**src/rtl/padartha_dispatch_queue.sv**
```systemverilog
// Dispatch queue: buffers objects in a FIFO and issues them one at a time to a
// classifier, waiting for completion or abandoning the object after TIMEOUT cycles.
// Latency 2 cycles push->object_valid on an idle queue; in_ready low when DEPTH queued.
module padartha_dispatch_queue #(
  parameter int DATA_WIDTH = 32,
  parameter int DEPTH      = 8,
  parameter int TIMEOUT    = 63
) (
  input  logic                     clk,
  input  logic                     rst,
  input  logic [DATA_WIDTH-1:0]    in_data,
  input  logic [7:0]               in_id,
  input  logic                     in_valid,
  output logic                     in_ready,
  output logic [DATA_WIDTH-1:0]    object_data,
  output logic [7:0]               object_id,
  output logic                     object_valid,
  input  logic                     classified,
  output logic [$clog2(DEPTH):0]   fifo_count,
  output logic                     busy,
  output logic                     drop_timeout,
  output logic [15:0]              issued_count,
  output logic [7:0]               timeout_count
);

  localparam int               PTR_W      = $clog2(DEPTH);
  localparam int               CNT_W      = $clog2(DEPTH) + 1;
  localparam logic [CNT_W-1:0] DEPTH_C    = CNT_W'(DEPTH);
  // Last timer value of a WAIT: the object gets exactly TIMEOUT WAIT cycles.
  localparam logic [15:0]      TIMER_LAST = 16'(TIMEOUT - 1);

  typedef enum logic [1:0] {
    ST_IDLE  = 2'd0,
    ST_ISSUE = 2'd1,
    ST_WAIT  = 2'd2
  } state_t;

  state_t                  state_q,    state_d;
  logic [PTR_W-1:0]        wr_ptr_q,   wr_ptr_d;
  logic [PTR_W-1:0]        rd_ptr_q,   rd_ptr_d;
  logic [CNT_W-1:0]        count_q,    count_d;
  logic [15:0]             timer_q,    timer_d;
  logic [DATA_WIDTH-1:0]   obj_data_q, obj_data_d;
  logic [7:0]              obj_id_q,   obj_id_d;
  logic [15:0]             issued_q,   issued_d;
  logic [7:0]              tcnt_q,     tcnt_d;
  logic                    drop_q,     drop_d;

  // Storage is never reset; only pointers and count define what is valid.
  logic [DATA_WIDTH-1:0]   mem_data_q [DEPTH];
  logic [7:0]              mem_id_q   [DEPTH];

  logic                    not_full;
  logic                    push;
  logic                    pop;

  // Full is judged on queued entries only; the in-flight object does not occupy a slot.
  assign not_full = (count_q < DEPTH_C);
  assign push     = !rst && in_valid && not_full;
  assign pop      = !rst && (state_q == ST_IDLE) && (count_q != '0);

  // Pointer and occupancy update; pointers wrap naturally since DEPTH is a power of two.
  always_comb begin
    wr_ptr_d = wr_ptr_q;
    rd_ptr_d = rd_ptr_q;
    count_d  = count_q;
    if (push) wr_ptr_d = wr_ptr_q + PTR_W'(1);
    if (pop)  rd_ptr_d = rd_ptr_q + PTR_W'(1);
    case ({push, pop})
      2'b10:   count_d = count_q + CNT_W'(1);
      2'b01:   count_d = count_q - CNT_W'(1);
      default: count_d = count_q;
    endcase
  end

  // Dispatch FSM: pop in IDLE, strobe in ISSUE, wait for completion or timeout in WAIT.
  always_comb begin
    state_d    = state_q;
    timer_d    = timer_q;
    obj_data_d = obj_data_q;
    obj_id_d   = obj_id_q;
    issued_d   = issued_q;
    tcnt_d     = tcnt_q;
    drop_d     = 1'b0;
    case (state_q)
      ST_IDLE: begin
        if (pop) begin
          obj_data_d = mem_data_q[rd_ptr_q];
          obj_id_d   = mem_id_q[rd_ptr_q];
          state_d    = ST_ISSUE;
        end
      end
      ST_ISSUE: begin
        // classified is ignored here; the timer starts fresh for the WAIT.
        issued_d = issued_q + 16'd1;
        timer_d  = 16'd0;
        state_d  = ST_WAIT;
      end
      ST_WAIT: begin
        if (classified) begin
          // Completion wins over a coincident timeout.
          state_d = ST_IDLE;
        end else if (timer_q == TIMER_LAST) begin
          state_d = ST_IDLE;
          drop_d  = 1'b1;
          if (tcnt_q != 8'hFF) tcnt_d = tcnt_q + 8'd1;
        end else begin
          timer_d = timer_q + 16'd1;
        end
      end
      default: state_d = ST_IDLE;
    endcase
  end

  // Object storage write at the tail.
  always_ff @(posedge clk) begin
    if (push) begin
      mem_data_q[wr_ptr_q] <= in_data;
      mem_id_q[wr_ptr_q]   <= in_id;
    end
  end

  // State registers; reset discards queued and in-flight objects without a drop pulse.
  always_ff @(posedge clk) begin
    if (rst) begin
      state_q    <= ST_IDLE;
      wr_ptr_q   <= '0;
      rd_ptr_q   <= '0;
      count_q    <= '0;
      timer_q    <= '0;
      obj_data_q <= '0;
      obj_id_q   <= '0;
      issued_q   <= '0;
      tcnt_q     <= '0;
      drop_q     <= 1'b0;
    end else begin
      state_q    <= state_d;
      wr_ptr_q   <= wr_ptr_d;
      rd_ptr_q   <= rd_ptr_d;
      count_q    <= count_d;
      timer_q    <= timer_d;
      obj_data_q <= obj_data_d;
      obj_id_q   <= obj_id_d;
      issued_q   <= issued_d;
      tcnt_q     <= tcnt_d;
      drop_q     <= drop_d;
    end
  end

  // Outputs are forced to their idle values for as long as rst is held.
  assign in_ready      = rst | not_full;
  assign object_valid  = !rst && (state_q == ST_ISSUE);
  assign object_data   = rst ? '0 : obj_data_q;
  assign object_id     = rst ? '0 : obj_id_q;
  assign fifo_count    = rst ? '0 : count_q;
  assign busy          = !rst && ((state_q != ST_IDLE) || (count_q != '0));
  assign drop_timeout  = !rst && drop_q;
  assign issued_count  = rst ? '0 : issued_q;
  assign timeout_count = rst ? '0 : tcnt_q;

  // The issue strobe is never longer than one cycle.
  a_single_issue: assert property (@(posedge clk) disable iff (rst)
    object_valid |=> !object_valid);

  // Occupancy never exceeds the storage.
  a_count_bound: assert property (@(posedge clk) disable iff (rst)
    count_q <= DEPTH_C);

endmodule

```
**config.mk**
```make
export PLATFORM = sky130hd
export DESIGN_NAME = padartha_dispatch_queue
export DESIGN_NICKNAME = d
export VERILOG_FILES = /design/src/rtl/padartha_dispatch_queue.sv
export SDC_FILE = /design/constraint.sdc
export NUM_CORES = 1
export LEC_CHECK = 0
export BUFFER_PORTS_ARGS = -buffer_cell sky130_fd_sc_hd__buf_2
export CORE_UTILIZATION = 35
export DETAILED_ROUTE_END_ITERATION = 7
export SKIP_CTS_REPAIR_TIMING = 1
export SLEW_MARGIN = 20
export SYNTH_ARGS = -nofsm -noshare
export SYNTH_HDL_FRONTEND = slang
export SYNTH_SLANG_ARGS = --single-unit
```
**constraint.sdc**
```tcl
create_clock -name clk -period 12.85 [get_ports clk]
set_input_delay 2.57 -clock clk [delete_from_list [all_inputs] [get_ports clk]]
set_output_delay 2.57 -clock clk [all_outputs]
set_load 0.03 [all_outputs]
```
==> metrics.txt, run 1 <==
run status finished, final reports clean; number of iterations in the first detailed-routing pass 5; Cell Pwr Density 181.2 nW/um2; cell type with the highest aggregate area in the netlist sky130_fd_sc_hd__edfxtp_1; setup violators final 0; setup clock skew after layout 16.37 ps; Die X 218.0 um; Post-synth EDFFs 320; most common library cell in the layout ignoring fill and taps sky130_fd_sc_hd__edfxtp_1; CP required 10280 ps; area of combinational cells with multiple inputs 4651 um2; synthesis-stage register bit count 413; drt via density 5.122; pin count of the biggest net entering global routing 84; Post-Syn Instances 1001; wire length of the first global-routing pass 53.14 mm; worst max-slew margin expressed relative to the limit 35.08%; number of hold violations in the final report 0; origin of the critical flop-to-flop path rd_ptr_q[0]; post-route minimum period 6670 ps; number of global-route vias before repair 8942; Setup CP Type in2out; CTS root buffer sky130_fd_sc_hd__clkbuf_16; Total Die Area 47540 um2; share of the clock period used by the worst path 51.91%; Min-Delay Path Depth 2; detailed-route wire length 34.82 mm; post-route design area 19070 um2; RSZ-0062 raised after global routing no; placeable core area 45670 um2; number of antenna violations at the first check in global routing 7; height of the chip 218.0 um; number of sinks driven by the clock tree 413; type of destination of the critical path output pin; ANT cells 0; worst reg-to-reg path cell count 4; aggregate global-route resource usage 14.74%; number of nets produced by synthesis 1054; post-route non-filler standard cell count 1753; proportion of synthesized flip-flops having asynchronous set or reset 0%; launch point of the worst path rst; number of design-rule violations left by the first detailed-router iteration 694; Clock H-tree levels 2; synthesized area per cell 16.32 um2; Setup TNS Final 0 ps; FILL cells 4105; biggest fanout along the worst timing path 62; data arrival time of the critical path 4100 ps; leakage power total 6.278 nW; highest clock frequency the design can meet 149.9 MHz; top area cells in the synthesized netlist sky130_fd_sc_hd__edfxtp_1 (59%), sky130_fd_sc_hd__dfxtp_1 (11%), sky130_fd_sc_hd__mux4_2 (11%), sky130_fd_sc_hd__mux2i_1 (2.7%), sky130_fd_sc_hd__nor2b_1 (2.5%); clock insertion delay at the later pin of the skew report 570 ps; CTS tree built; fraction of layout instances using a drive strength above 1 26.11%; Initial Util 35.76%; IO Pins 116; post-detail-place hpwl 19.18 mm; number of distinct library cell variants in the gate-level netlist after synthesis 57; CTS clk-pin slew, worst paths 60 ps; sequential area share after synthesis 70.23%; cell row count 78; most frequent cells in the layout sky130_fd_sc_hd__edfxtp_1 (320), sky130_fd_sc_hd__buf_2 (114), sky130_fd_sc_hd__dfxtp_1 (90); Layout Area Growth over Synthesis 16.76%; crit start category primary input; Buffers on Ports 115; total overflow reported by the global router 0; area taken by flip-flops and latches 11480 um2; fraction of post-synthesis cell area in the top cell type by area 58.83%; final net count 1171; maximum number of buffers from clock root to sink 3; Post-Place Cell Area 17600 um2; final estimated routing congestion in global placement 0.7869; ys flop type sky130_fd_sc_hd__edfxtp_1; Worst VDD drop 158.4 uV; class of the tightest hold or removal check reg2reg; Post-Syn Area 16330 um2; average wire length per cell after detail routing 19.86 um; final count of pins violating max slew 0; launch instance of the worst min-delay path wr_ptr_q[0]; count of nets left with antenna violations after detail routing 0; vias after detailed routing 8979; synth warn 0; final core utilization 41.76%; number of CTS-inserted buffers 43; max cap viols 0; worst-margin pin slew 973.7 ps; Residual DRC 0; placed cell count 1673
Yosys cell counts (2+ instances only):
cell type	number
sky130_fd_sc_hd__a211oi_1	2
sky130_fd_sc_hd__edfxtp_1	320
sky130_fd_sc_hd__nor3_1	10
sky130_fd_sc_hd__nand4_1	13
sky130_fd_sc_hd__xnor2_1	10
sky130_fd_sc_hd__buf_2	12
sky130_fd_sc_hd__clkbuf_1	36
sky130_fd_sc_hd__o2111ai_1	2
sky130_fd_sc_hd__o21ai_1	8
sky130_fd_sc_hd__mux2i_1	44
sky130_fd_sc_hd__or3b_1	2
sky130_fd_sc_hd__nand2b_1	5
sky130_fd_sc_hd__buf_1	6
sky130_fd_sc_hd__inv_1	9
sky130_fd_sc_hd__nand3_1	16
sky130_fd_sc_hd__or4_1	4
sky130_fd_sc_hd__and3_1	3
sky130_fd_sc_hd__nand2_1	29
sky130_fd_sc_hd__nor2b_1	64
sky130_fd_sc_hd__or3_1	6
sky130_fd_sc_hd__ha_1	9
sky130_fd_sc_hd__nor2_1	55
sky130_fd_sc_hd__mux2_2	2
sky130_fd_sc_hd__a21oi_1	56
sky130_fd_sc_hd__mux4_2	80
sky130_fd_sc_hd__clkbuf_2	2
sky130_fd_sc_hd__o21ai_0	51
sky130_fd_sc_hd__nor3b_1	2
sky130_fd_sc_hd__a31oi_1	5
sky130_fd_sc_hd__nor4_1	6
sky130_fd_sc_hd__dfxtp_1	93
sky130_fd_sc_hd__xor2_1	11
sky130_fd_sc_hd__and4_1	4
path summary, 6_finish.rpt:
path / end / slack (ps)
max: timeout_count[6] / 6180
max reg2reg: obj_data_q[14] / 10050
min reg2reg: wr_ptr_q[0] / 490
min: wr_ptr_q[0] / 490
power by group:
part	internal, mW	switching (mW)
sequential	1.51	0.0788
clock	0.756	0.514
combinational	0.248	0.348
per-stage QoR:
stage                     total power [mW]  hold WS, ps  setup WS, ps
after floorplan                      2.053        457.5          6400
after global placement               2.220        481.7          6221
after detailed placement             2.228        483.4          6138
after CTS                            3.509        492.6          6138
after global routing                 3.613        528.7          6052
final                                3.456        487.8          6180
kinds of logic after synthesis:
| group | Yosys count | share of synthesized area (%) |
|---|---|---|
| AND/OR/NAND/NOR | 233 | 7.997 |
| buffers and inverters | 66 | 1.670 |
| XOR/XNOR | 21 | 1.126 |
| AO/OA/AOI/OAI | 132 | 4.359 |
| multiplexers | 127 | 13.93 |
| flip-flops | 413 | 70.23 |
| adder cells (fa/ha/maj) | 9 | 0.6894 |
flip-flops by register name, indices dropped and copies added, names as in the netlist:
register	cells
count_q	4
drop_q	1
issued_q	16
mem_data_q	256
mem_id_q	64
obj_data_q	32
obj_id_q	8
rd_ptr_q	3
state_q	2
tcnt_q	8
timer_q	16
wr_ptr_q	3
cell type report:
type | instances | share of cell area [%]
clock inverter | 25 | 1.535
timing repair buffer | 129 | 3.582
sequential | 413 | 60.19
clock buffer | 55 | 6.193
tap | 600 | 3.936
multi-input combinational | 522 | 24.39
inverter | 9 | 0.1771
layer usage:
layer / share of wire [%] / track usage (%)
met5: 0.28 / 0
met2: 48 / 23.92
met4: 1.9 / 4.802
met3: 4.9 / 3.152
met1: 45 / 19.66
critical path, stage by stage:
cell and delay (ps):
sky130_fd_sc_hd__buf_4 480, sky130_fd_sc_hd__buf_4 660, sky130_fd_sc_hd__nor2b_1 140, sky130_fd_sc_hd__buf_2 220
Note: power is estimated with default switching activity, not from simulation.
==> run 2, diff against run 1 <==
==> constraint.sdc (replaced) <==
create_clock -name clk -period 6.54 [get_ports clk]
set_input_delay 1.308 -clock clk [delete_from_list [all_inputs] [get_ports clk]]
set_output_delay 1.308 -clock clk [all_outputs]
set_load 0.03 [all_outputs]
==> run 2 against run 1 <==
- cell count up 0.29%
- hold slack better by 8.8 ps
- setup slack worse by 3800 ps
- total power up 93%
- clock skew down 1.7 ps
- sequential share of layout area up 0.17 points
- routed wire length down 1.2%
- global-route usage down 0.25 points
- utilization down 0.12 points
- critical endpoint unchanged
- largest power group unchanged
- highest routed layer unchanged
==> metrics.txt, run 2 (synthesized netlist as in run 1, its figures left out) <==
FILL cells 4100; CP required 5230 ps; DRT met1 WL 15.26 mm; CTS root buffer sky130_fd_sc_hd__clkbuf_16; Total Die Area 47540 um2; Met3 Routed Length 1.958 mm; count of nets left with antenna violations after detail routing 0; worst-path cell with the longest stage delay sky130_fd_sc_hd__buf_4; area of combinational cells with multiple inputs 4651 um2; share of the clock period used by the worst path 63.22%; Die X 218.0 um; height of the chip 218.0 um; number of flip-flops under the largest register name 256; CP Cell Sequence buf_4 > buf_4 > nor2b_1 > buf_2; minimum hold slack 496.6 ps; register ranked first by flip-flop count mem_data_q; setup violators final 0; leakage power total 6.258 nW; fraction of layout instances using a drive strength above 1 25.67%; area taken by flip-flops and latches 11480 um2; max cap viols 0; final estimated routing congestion in global placement 0.7926; cell row count 78; biggest fanout along the worst timing path 64; clock insertion delay at the later pin of the skew report 560 ps; number of iterations in the first detailed-routing pass 4; CTS clk-pin slew, worst paths 60 ps; vias after detailed routing 8885; RSZ-0062 raised after global routing no; maximum single-stage delay on the critical path 630 ps; Worst VDD drop 194.4 uV; class of the tightest hold or removal check reg2reg; Cell Pwr Density 351.5 nW/um2; IO Pins 116; leading registers by flop count mem_data_q x256, mem_id_q x64, obj_data_q x32; Residual DRC 0; maximum number of buffers from clock root to sink 3; total overflow reported by the global router 0; final count of pins violating max slew 0; drt via density 5.054; CTS tree built; worst max-slew margin expressed relative to the limit 26.55%; setup clock skew after layout 14.70 ps; Layout Area Growth over Synthesis 16.43%; highest clock frequency the design can meet 241.9 MHz; detailed-route wire length 34.39 mm; average wire length per cell after detail routing 19.56 um; Buffers on Ports 115; worst-margin pin slew 1099 ps; run status finished, final reports clean; most frequent cells in the layout sky130_fd_sc_hd__edfxtp_1 (320), sky130_fd_sc_hd__buf_2 (114), sky130_fd_sc_hd__dfxtp_1 (90); Clock H-tree levels 2; r2r setup slk 3700 ps; number of global-route vias before repair 8907; top routing layer in use met5; CP dominant cell by count sky130_fd_sc_hd__buf_4; post-detail-place hpwl 19.53 mm; Initial Util 35.76%; final net count 1174; most common library cell in the layout ignoring fill and taps sky130_fd_sc_hd__edfxtp_1; number of design-rule violations left by the first detailed-router iteration 677; type of destination of the critical path output pin; Setup TNS Final 0 ps; wire length of the first global-routing pass 52.27 mm; number of CTS-inserted buffers 44; number of sinks driven by the clock tree 413; met2 wire length 16.44 mm; data arrival time of the critical path 2830 ps; Setup CP Type in2out; crit start category primary input; post-route minimum period 4135 ps; aggregate global-route resource usage 14.49%; pin count of the biggest net entering global routing 84; placeable core area 45670 um2; number of antenna violations at the first check in global routing 6; number of hold violations in the final report 0
==> run 2: cell types whose count changed in the layout (fill, tap and decap cells not counted) <==
| cell | previous run | this run |
|---|---|---|
| sky130_fd_sc_hd__bufinv_16 | 5 | 2 |
| sky130_fd_sc_hd__clkbuf_16 | 43 | 46 |
| sky130_fd_sc_hd__buf_4 | 15 | 17 |
| sky130_fd_sc_hd__clkbuf_8 | 6 | 3 |
| sky130_fd_sc_hd__diode_2 | 0 | 1 |
| sky130_fd_sc_hd__clkbuf_1 | 6 | 16 |
| sky130_fd_sc_hd__clkinvlp_4 | 3 | 1 |
| sky130_fd_sc_hd__clkinv_16 | 1 | 0 |
| sky130_fd_sc_hd__clkinv_1 | 4 | 2 |
==> run 2: power by group <==
part,switching (mW),total [mW],internal [mW]
registers,0.145,3.11,2.97
clock network,0.993,2.40,1.41
logic,0.677,1.17,0.490
total,1.82,6.69,4.87
==> run 2: path summary, 6_finish.rpt <==
| kind | startpoint | end | cells past startpoint |
|---|---|---|---|
| setup / recovery | rst | timeout_count[6] | 4 |
| hold / removal | timer_q[13] | timer_q[13] | 1 |
| setup reg to reg | rd_ptr_q[0] | obj_data_q[19] | 4 |
| hold reg to reg | timer_q[13] | timer_q[13] | 1 |
==> run 2: layout make-up <==
cell class	instances	area share [%]
clock inverters	17	0.7895
flip-flops and latches	413	60.36
diodes	1	0.01316
well taps	600	3.947
clock buffers	65	6.586
repair buffers	131	3.671
multi-input cells	522	24.45
inverters	9	0.1776
==> run 2: metrics by stage <==
stage          worst slack [ps]  instance area [um2]  util, %  cells  power (mW)
6_report                   2405                19020    41.64   1758       6.685
4_1_cts                    2352                19020    41.63   1757       6.784
2_1_floorplan              1352                16330        -   1001       4.033
3_5_place_dp               2352                17610    38.56   1675       4.363
3_3_place_gp               2423                17610    38.56   1675       4.351
5_1_grt                    2256                19020    41.63   1757       6.980
==> run 2: worst max-delay path, delay by kind of cell <==
family,cells,cell delay [ps]
and+or+nand+nor,1,140
buffers and inverters,3,1330
==> run 2: per-layer routing <==
metal | global-route usage, % | vias to the layer above
li1 | - | 4140
met1 | 19.02 | 4475
met2 | 23.78 | 198
met3 | 3.403 | 60
met4 | 4.406 | 12
met5 | 0 | -
==> run 3, diff against run 2 <==
==> constraint.sdc (replaced) <==
create_clock -name clk -period 3.46 [get_ports clk]
set_input_delay 0.692 -clock clk [delete_from_list [all_inputs] [get_ports clk]]
set_output_delay 0.692 -clock clk [all_outputs]
set_load 0.03 [all_outputs]
==> run 3 against run 2 <==
- setup slack worse by 1500 ps
- cell area up 1.5%
- hold slack worse by 110 ps
- first-iteration DRC count down 28%
- count of clock-buffer cells in the layout down 5
- global-route usage up 0.34 points
- critical path depth down 1
- combinational power up 96%
- largest cell class unchanged
==> metrics.txt, run 3 (synthesized netlist as in run 1, its figures left out) <==
minimum hold slack 382.3 ps; average wire length per cell after detail routing 19.69 um; final estimated routing congestion in global placement 0.7769; top routing layer in use met5; IO Pins 116; most common library cell in the layout ignoring fill and taps sky130_fd_sc_hd__edfxtp_1; Total Die Area 47540 um2; total overflow reported by the global router 0; worst slack at placement 551.7 ps; Met3 Routed Length 1.640 mm; placeable core area 45670 um2; Die X 218.0 um; Setup CP Type reg2out; reg-to-reg endpoint count_q[2]; switching power as a share of total power 27.07%; Min-Delay Path Depth 1; Initial Util 35.76%; CTS tree built; launch instance of the worst min-delay path in_data[20]; power spent charging and discharging nets 3.505 mW; leading registers by flop count mem_data_q x256, mem_id_q x64, obj_data_q x32; run status finished, final reports clean; worst reg-to-reg path cell count 9; destination of the worst hold path mem_data_q[0][20]; share of the clock period used by the worst path 74.76%; crit start category flip-flop; number of global-route vias before repair 8992; aggregate global-route resource usage 14.83%; Clock H-tree levels 2; height of the chip 218.0 um; type of destination of the critical path output pin; Layout Area Growth over Synthesis 18.23%; Cell Pwr Density 670.5 nW/um2; drt via density 5.082; CP required 2770 ps; setup violators final 0; register ranked first by flip-flop count mem_data_q; final core utilization 42.28%; number of antenna violations at the first check in global routing 6; worst max-slew margin expressed relative to the limit 55.45%; class of the tightest hold or removal check in2reg; origin of the critical flop-to-flop path count_q[0]; Residual DRC 0; max cap viols 0; cell row count 78; post-route total power 12.95 mW; setup clock skew after layout 22.61 ps; maximum number of buffers from clock root to sink 3; final net count 1179; highest clock frequency the design can meet 386.6 MHz; clock insertion delay at the later pin of the skew report 580 ps; relative contribution of combinational cells to total power 17.6%; number of hold violations in the final report 0; worst-path cell with the longest stage delay sky130_fd_sc_hd__dfxtp_1; final count of pins violating max slew 0; r2r setup slk 1040 ps; RSZ-0062 raised after global routing no; post-route minimum period 2587 ps; maximum single-stage delay on the critical path 640 ps; Setup TNS Final 0 ps; number of CTS-inserted buffers 43; share of power burned in registers 45.5%; post-detail-place hpwl 19.34 mm; number of design-rule violations left by the first detailed-router iteration 487; DRT met1 WL 15.96 mm; number of flip-flops under the largest register name 256; data arrival time of the critical path 1890 ps; vias after detailed routing 8944; most frequent cells in the layout sky130_fd_sc_hd__edfxtp_1 (320), sky130_fd_sc_hd__buf_2 (114), sky130_fd_sc_hd__dfxtp_1 (90); final setup margin 873.3 ps; CP Cell Sequence nand2b_1 > nor2_1 > buf_2; met2 wire length 16.27 mm; design internal power 9.444 mW; wire length of the first global-routing pass 53.41 mm; number of sinks driven by the clock tree 413; count of nets left with antenna violations after detail routing 0; CTS root buffer sky130_fd_sc_hd__clkbuf_16; pin count of the biggest net entering global routing 104; biggest fanout along the worst timing path 12; leakage power total 6.341 nW; detailed-route wire length 34.65 mm; Worst VDD drop 409.6 uV; worst-margin pin slew 668.3 ps; CTS clk-pin slew, worst paths 60 ps; fraction of layout instances using a drive strength above 1 25.97%; number of iterations in the first detailed-routing pass 4; proportion of power drawn by the clock network 36.9%; Buffers on Ports 115
[run 3: changes by cell type in the layout (fill, tap and decap cells not counted)]
cell                        delta
sky130_fd_sc_hd__buf_12       +13
sky130_fd_sc_hd__buf_4         -7
sky130_fd_sc_hd__clkinv_2      -6
sky130_fd_sc_hd__bufinv_16     +4
sky130_fd_sc_hd__clkbuf_1      -3
sky130_fd_sc_hd__clkbuf_16     -3
sky130_fd_sc_hd__clkinv_16     +2
sky130_fd_sc_hd__clkinv_4      +2
sky130_fd_sc_hd__nor3_2        -2
sky130_fd_sc_hd__nor3_4        +2
sky130_fd_sc_hd__clkbuf_8      +1
sky130_fd_sc_hd__clkinv_1      +1
sky130_fd_sc_hd__clkinv_8      -1
sky130_fd_sc_hd__inv_6         -1
[run 3: per-layer routing]
metal | vias up | global-route usage, %
met5 | - | 0
met4 | 8 | 4.289
met3 | 61 | 3.640
met2 | 171 | 23.57
met1 | 4551 | 20.12
li1 | 4153 | -
[run 3: layout make-up]
class,count,area (um2)
multi-input cells,522,4663
diodes,1,2.502
well taps,600,750.7
inverters,9,33.78
clock inverters,18,296.5
repair buffers,137,905.9
clock buffers,60,1180
fillers,4129,26360
flip-flops and latches,413,11480
[run 3: stage by stage]
step / cells / cell area (um2)
CTS: 1759 / 19310
detailed placement: 1681 / 17830
global route: 1760 / 19310
floorplan: 1001 / 16350
finish: 1760 / 19310
global placement: 1681 / 17830
[run 3: how the worst max path moves through the flow]
| stage | startpoint | endpoint | slack (ps) | depth (start not counted) |
|---|---|---|---|---|
| 6_report | state_q[0] | object_valid | 870 | 3 |
| 2_1_floorplan | rst | mem_data_q[2][0] | -40 | 5 |
| 4_1_cts | state_q[0] | object_valid | 830 | 3 |
| 3_5_place_dp | rst | count_q[2] | 550 | 11 |
| 5_1_grt | state_q[0] | object_valid | 710 | 3 |
| 3_3_place_gp | rst | count_q[2] | 590 | 11 |
[run 3: critical path: cells and delay by family, from the launching register on]
kind | cells | cell delay, ps
AND/OR/NAND/NOR | 2 | 470
flip-flops | 1 | 640
buffers and inverters | 1 | 220
[run 3: power groups by stage]
stage	Sequential (mW)	Clock (mW)	Combinational (mW)
after floorplan	5.79	0	1.83
after global placement	6.00	0	2.29
after detailed placement	6.00	0	2.32
after CTS	5.90	4.91	2.33
after global routing	5.93	5.08	2.52
final	5.89	4.77	2.29
